==> src/rtl/mem_pkg.sv <==
// Shared encodings and request-decode helpers for the byte-serial memory access controller.
package mem_pkg;

  typedef enum logic [1:0] {
    DT_BYTE = 2'b00,
    DT_HALF = 2'b01,
    DT_WORD = 2'b10,
    DT_RSVD = 2'b11
  } dt_e;

  typedef enum logic [1:0] {
    IDLE = 2'd0,
    XFER = 2'd1,
    CAPT = 2'd2,
    ACK  = 2'd3
  } state_e;

  function automatic logic [2:0] dt_bytes(input logic [1:0] dt);
    case (dt)
      DT_BYTE: return 3'd1;
      DT_HALF: return 3'd2;
      default: return 3'd4;
    endcase
  endfunction

  // Reserved size or a base address not aligned to the access size.
  function automatic logic req_bad(input logic [1:0] dt, input logic [1:0] lsb);
    case (dt)
      DT_BYTE: return 1'b0;
      DT_HALF: return lsb[0];
      DT_WORD: return |lsb;
      default: return 1'b1;
    endcase
  endfunction

endpackage

==> src/rtl/mem_extend.sv <==
// Sign/zero extension of the assembled read word according to access size.
module mem_extend
  import mem_pkg::*;
(
  input  logic        [1:0]  dt,
  input  logic               sign,
  input  logic        [31:0] word,
  output logic        [31:0] ext
);

  logic signed [31:0] byte_s;
  logic signed [31:0] half_s;

  always_comb begin
    byte_s = {{24{sign & word[7]}}, word[7:0]};
    half_s = {{16{sign & word[15]}}, word[15:0]};
    case (dt)
      DT_BYTE: ext = byte_s;
      DT_HALF: ext = half_s;
      default: ext = word;
    endcase
  end

endmodule

==> src/rtl/mem_access_ctrl.sv <==
// Byte-serial, big-endian access controller between the CPU MOV/MOC handshake and a
// byte-wide synchronous RAM port.
module mem_access_ctrl
  import mem_pkg::*;
#(
  parameter int ADDR_W = 8,
  parameter int DATA_W = 32
) (
  input  logic              clk,
  input  logic              clr,
  input  logic              mov,
  input  logic              r_w,
  input  logic [1:0]        dt,
  input  logic              sign,
  input  logic [ADDR_W-1:0] addr,
  input  logic [DATA_W-1:0] data_in,
  output logic [DATA_W-1:0] data_out,
  output logic              moc,
  output logic              busy,
  output logic              err,
  output logic              ram_en,
  output logic              ram_we,
  output logic [ADDR_W-1:0] ram_addr,
  output logic [7:0]        ram_wdata,
  input  logic [7:0]        ram_rdata
);

  state_e            state;
  logic [1:0]        cnt;
  logic              r_w_q;
  logic [1:0]        dt_q;
  logic              sign_q;
  logic [ADDR_W-1:0] base_q;
  logic [1:0]        last_q;
  logic [23:0]       wsh;
  logic [23:0]       rsh;
  logic [DATA_W-1:0] wr_aligned;
  logic [DATA_W-1:0] rd_ext;

  // Left-justify write data so the first (most significant) byte sits at [31:24].
  always_comb begin
    case (dt)
      DT_BYTE: wr_aligned = data_in << 24;
      DT_HALF: wr_aligned = data_in << 16;
      default: wr_aligned = data_in;
    endcase
  end

  mem_extend u_extend (
    .dt   (dt_q),
    .sign (sign_q),
    .word ({rsh, ram_rdata}),
    .ext  (rd_ext)
  );

  // Request latch and byte shift registers
  always_ff @(posedge clk) begin
    if (state == IDLE && mov) begin
      r_w_q  <= r_w;
      dt_q   <= dt;
      sign_q <= sign;
      base_q <= addr;
      last_q <= 2'(dt_bytes(dt) - 3'd1);
      wsh    <= wr_aligned[23:0];
    end else if (state == XFER) begin
      wsh <= wsh << 8;
      if (cnt != 2'd0)
        rsh <= {rsh[15:0], ram_rdata};
    end
  end

  // Control FSM with registered outputs
  always_ff @(posedge clk or posedge clr) begin
    if (clr) begin
      state     <= IDLE;
      cnt       <= 2'd0;
      data_out  <= '0;
      moc       <= 1'b0;
      busy      <= 1'b0;
      err       <= 1'b0;
      ram_en    <= 1'b0;
      ram_we    <= 1'b0;
      ram_addr  <= '0;
      ram_wdata <= 8'h00;
    end else begin
      case (state)
        IDLE: begin
          if (mov) begin
            busy <= 1'b1;
            if (req_bad(dt, addr[1:0])) begin
              state <= ACK;
              moc   <= 1'b1;
              err   <= 1'b1;
            end else begin
              state     <= XFER;
              cnt       <= 2'd0;
              ram_en    <= 1'b1;
              ram_we    <= ~r_w;
              ram_addr  <= addr;
              ram_wdata <= wr_aligned[31:24];
            end
          end
        end
        XFER: begin
          if (cnt == last_q) begin
            ram_en    <= 1'b0;
            ram_we    <= 1'b0;
            ram_wdata <= 8'h00;
            if (r_w_q) begin
              state <= CAPT;
            end else begin
              state <= ACK;
              moc   <= 1'b1;
            end
          end else begin
            cnt       <= cnt + 2'd1;
            ram_addr  <= base_q + ADDR_W'(cnt) + ADDR_W'(1);
            ram_wdata <= wsh[23:16];
          end
        end
        CAPT: begin
          data_out <= rd_ext;
          moc      <= 1'b1;
          state    <= ACK;
        end
        ACK: begin
          if (!mov) begin
            state <= IDLE;
            cnt   <= 2'd0;
            moc   <= 1'b0;
            err   <= 1'b0;
            busy  <= 1'b0;
          end
        end
        default: state <= IDLE;
      endcase
    end
  end

endmodule

==> config.mk <==
export PLATFORM = sky130hd
export DESIGN_NAME = mem_access_ctrl
export DESIGN_NICKNAME = d
export VERILOG_FILES = /design/src/rtl/mem_pkg.sv /design/src/rtl/mem_extend.sv /design/src/rtl/mem_access_ctrl.sv
export SDC_FILE = /design/constraint.sdc
export NUM_CORES = 1
export LEC_CHECK = 0
export BUFFER_PORTS_ARGS = -buffer_cell sky130_fd_sc_hd__buf_4
export CAP_MARGIN = 20
export CORE_ASPECT_RATIO = 0.6
export CORE_MARGIN = 2
export CORE_UTILIZATION = 26
export CTS_CLUSTER_SIZE = 28
export DETAILED_ROUTE_END_ITERATION = 12
export PLACE_DENSITY = 0.47
export SLEW_MARGIN = 0
export SYNTH_ARGS = -nofsm -noshare
export SYNTH_HDL_FRONTEND = slang
export SYNTH_SLANG_ARGS = --single-unit
==> constraint.sdc <==
create_clock -name clk -period 2.54 [get_ports clk]
set_clock_uncertainty 0.05 [all_clocks]
set_input_delay 0.508 -clock clk [delete_from_list [all_inputs] [get_ports clk]]
set_output_delay 0.508 -clock clk [all_outputs]
set_load 0.03 [all_outputs]
==> impl_metrics.yaml <==
worst_setup_path:
  critPathLaunchType: "flip-flop"
  critical_path_class: "flip-flop to flip-flop"
  reg2regPathDepth: 7
  worstSetupEndpointType: "flip-flop"
  arrival_ns: 2.46
  cp.required_ns: 2.85
  path_max_fanout: 4
timing:
  maxSlewViolCount: 0
  rsz0062_at_grt: "no"
  finalCriticalPeriod_ns: 2.153
  max_clock_freq_ghz: 0.4646
  worst_slew_pin_slew_ns: 0.6510
  setup_violations: 0
  min_period_over_period_pct: 84.75
  relSlewSlack_pct: 56.44
  hold_viol: 0
  setup_tns_ns: 0
finish:
  drive_gt1_share_pct: 34.32
  areaGrowthSynthToFinish_pct: 32.40
  nFillCells: 1977
  fin_cells: 850
  fin_nets: 630
  n_antenna_cell: 0
synthesis:
  synth_cells: 446
  avgSynthCellArea_sq_um: 11.86
  syn_nets: 512
  netlist_area_sq_um: 5290
  synth-seq-cells: 119
  synth.distinct_cells: 46
  synth-warning-count: 0
  ys.flop_type: "edfxtp_1"
  yosysSeqAreaShare_pct: 62.16
  synth_edf_count: 62
  ys_async_sr_fraction_pct: 47.90
power:
  p_per_area_nw_per_um2: 1351
  total_leakage_power_nw: 2.960
  peakVddDrop_mv: 0.4699
clock_network:
  postCtsSetupBuffers: 0
  clock_latency_ns: 0.41
  clock_sinks: 119
  clk_path_buf_depth: 2
  cts_made_buffers: 17
  cts_tree: "built"
  cts_resized: 0
  path_clk_slew_ns: 0.06
  cts_root_buffer: "clkbuf_16"
  cts_htree_levels: 4
  ctsHoldBuffers: 0
run:
  maxCapViolCount: 0
floorplanning:
  start_util_pct: 26.49
  ios: 108
  die_area_sq_um: 21540
  coreArea_sq_um: 19970
  fp.dieH_um: 114.5
  rows: 40
  chipWidth_um: 188.2
routing:
  routedWlPerCell_um: 16.22
  totalWireLength_um: 13790
  vias: 3787
  vias_per_cell: 4.455
  dr.pass1.iters: 4
  route.detailed.drc: 0
  drtIter0Drc: 224
  route.antenna.remaining_nets: 0
grt:
  grt_pass1_vias: 3830
  antenna_found_initial: 0
  grt_pass1_wl_um: 21400
  globalRouteTotalUtil_pct: 13.25
  grt_max_degree: 41
  grt_overflow: 0
placed_design:
  gp_congestion: 0.7544
  numPortBuffers: 107
  dp_cells: 818
  dp_hpwl_um: 9683
outcome:
  status: "finished, final reports clean"
worst_hold_path:
  min_path_type: "input pin to asynchronous set/reset pin"
==> layout make-up <==
type                            count  area [sq um]  area share [%]
Inverter                           16         60.06          0.8574
Sequential cell                   119          3288           46.95
Clock buffer                       17         425.4           6.074
Timing Repair Buffer              124         930.9           13.29
Multi-Input combinational cell    286          1813           25.88
Tap cell                          273         341.6           4.877
Clock inverter                     15         145.1           2.072
==> path summary, 6_finish.rpt <==
path,to,from,slack [ns]
max,ram_addr[6]$_DFFE_PP0P_,cnt[0]$_DFFE_PP0P_,0.39
max reg2reg,ram_addr[6]$_DFFE_PP0P_,cnt[0]$_DFFE_PP0P_,0.39
max in group asynchronous,data_out[30]$_DFFE_PP0N_,clr,1.94
min in group clk,rsh[2]$_DFFE_PP_,ram_rdata[2],0.23
min,ram_addr[6]$_DFFE_PP0P_,clr,0.14
min reg2reg,rsh[11]$_DFFE_PP_,rsh[3]$_DFFE_PP_,0.40
==> cell usage after synthesis, types with 3 or more instances <==
cell | count | area, sq um
and3_1 | 9 | 56.30
mux2_2 | 33 | 371.6
a221oi_1 | 8 | 70.07
o2111ai_1 | 3 | 26.28
a22oi_1 | 10 | 75.07
or2_2 | 3 | 18.77
nand3_1 | 8 | 40.04
ha_1 | 10 | 125.1
buf_6 | 5 | 56.30
dfrtp_1 | 57 | 1426
inv_1 | 15 | 56.30
nor2b_1 | 11 | 68.82
o22ai_1 | 9 | 56.30
clkbuf_1 | 17 | 63.81
a21oi_1 | 28 | 140.1
xor2_1 | 3 | 26.28
edfxtp_1 | 62 | 1862
nor2_1 | 50 | 187.7
o21ai_0 | 9 | 45.04
nand2_1 | 58 | 217.7
buf_1 | 3 | 11.26
mux2i_1 | 6 | 60.06
==> cell usage in the layout, fill, tap and decap left out, types with 2 or more instances in the layout <==
| master | synthesis | routed |
|---|---|---|
| a21oi_1 | 28 | 28 |
| nor2b_1 | 11 | 11 |
| nand2b_1 | 2 | 2 |
| clkinv_2 | 0 | 3 |
| inv_6 | 0 | 2 |
| buf_4 | 0 | 124 |
| ha_1 | 10 | 10 |
| a22oi_1 | 10 | 10 |
| o2111ai_1 | 3 | 3 |
| nor3_1 | 2 | 2 |
| o21a_1 | 2 | 2 |
| nand2_2 | 2 | 2 |
| o22ai_1 | 9 | 9 |
| inv_8 | 0 | 3 |
| mux2_2 | 33 | 33 |
| clkbuf_16 | 0 | 17 |
| nand2_1 | 58 | 58 |
| or2_2 | 3 | 3 |
| clkinv_4 | 0 | 3 |
| dfrtp_1 | 57 | 57 |
| a221oi_1 | 8 | 8 |
| nand3_1 | 8 | 8 |
| xor2_1 | 3 | 3 |
| and3_1 | 9 | 9 |
| clkinvlp_4 | 0 | 3 |
| inv_1 | 15 | 14 |
| nor2_1 | 50 | 49 |
| o221ai_1 | 2 | 2 |
| mux2i_1 | 6 | 6 |
| edfxtp_1 | 62 | 62 |
| o21ai_0 | 9 | 9 |
==> worst max-delay path, stage by stage (launching register included) <==
cell and delay, ns:
dfrtp_1 0.36, inv_1 0.09, ha_1 0.25, fa_1 0.42, nand3b_1 0.23, or3_1 0.37, a31oi_1 0.17, mux2_2 0.16
==> metal layers <==
| layer | up-vias | global-route usage, % | part of all wire (%) | routed length (um) |
|---|---|---|---|---|
| met1 | 1882 | 18.98 | 52 | 7191 |
| met5 | - | 0 | 0 | 0 |
| li1 | 1830 | - | - | - |
| met2 | 66 | 19.04 | 43 | 5930 |
| met3 | 9 | 3.892 | 3.9 | 538 |
| met4 | 0 | 4.409 | 0.93 | 128 |
==> flip-flops by register name, indices dropped and copies added, names as in the netlist, 2 cells and up <==
signal     count
dt_q           2
state          2
ram_addr       8
base_q         8
last_q         2
ram_wdata      8
data_out      32
cnt            2
wsh           24
rsh           24
==> cells by family (layout without fill, tap and decap cells) <==
| logic type | count (synthesis) | after routing | synth area share (%) |
|---|---|---|---|
| and+or+nand+nor | 151 | 151 | 12.63 |
| DFF | 119 | 119 | 62.16 |
| AOI/OAI and AO/OA | 81 | 81 | 10.03 |
| buffers and inverters | 41 | 172 | 3.618 |
| muxes | 39 | 39 | 8.160 |
| adders and majority gates | 11 | 11 | 2.744 |
| xor gates and xnor gates | 4 | 4 | 0.6624 |
==> metrics by stage <==
stage	hold slack, ns	util, %	cell area [sq um]	worst slack [ns]	power [mW]
after detailed placement	0.3882	32.22	6434	0.2570	7.230
final	0.1437	35.08	7004	0.3874	9.465
after CTS	0.1517	35.08	7004	0.3749	9.602
after floorplan	0.3762	-	5290	0.1028	5.811
after global routing	0.1599	35.08	7004	0.1875	10.07
after global placement	0.3855	32.22	6434	0.3294	7.169
==> power by group <==
group / total (mW) / internal [mW] / switching (mW) / leakage (nW)
Clock: 2.33 / 1.37 / 0.963 / 0.275
Sequential: 3.33 / 2.95 / 0.381 / 1.24
Combinational: 3.81 / 1.47 / 2.33 / 1.44
Total: 9.47 / 5.79 / 3.68 / 2.96
(Power assumes the default switching activity.)
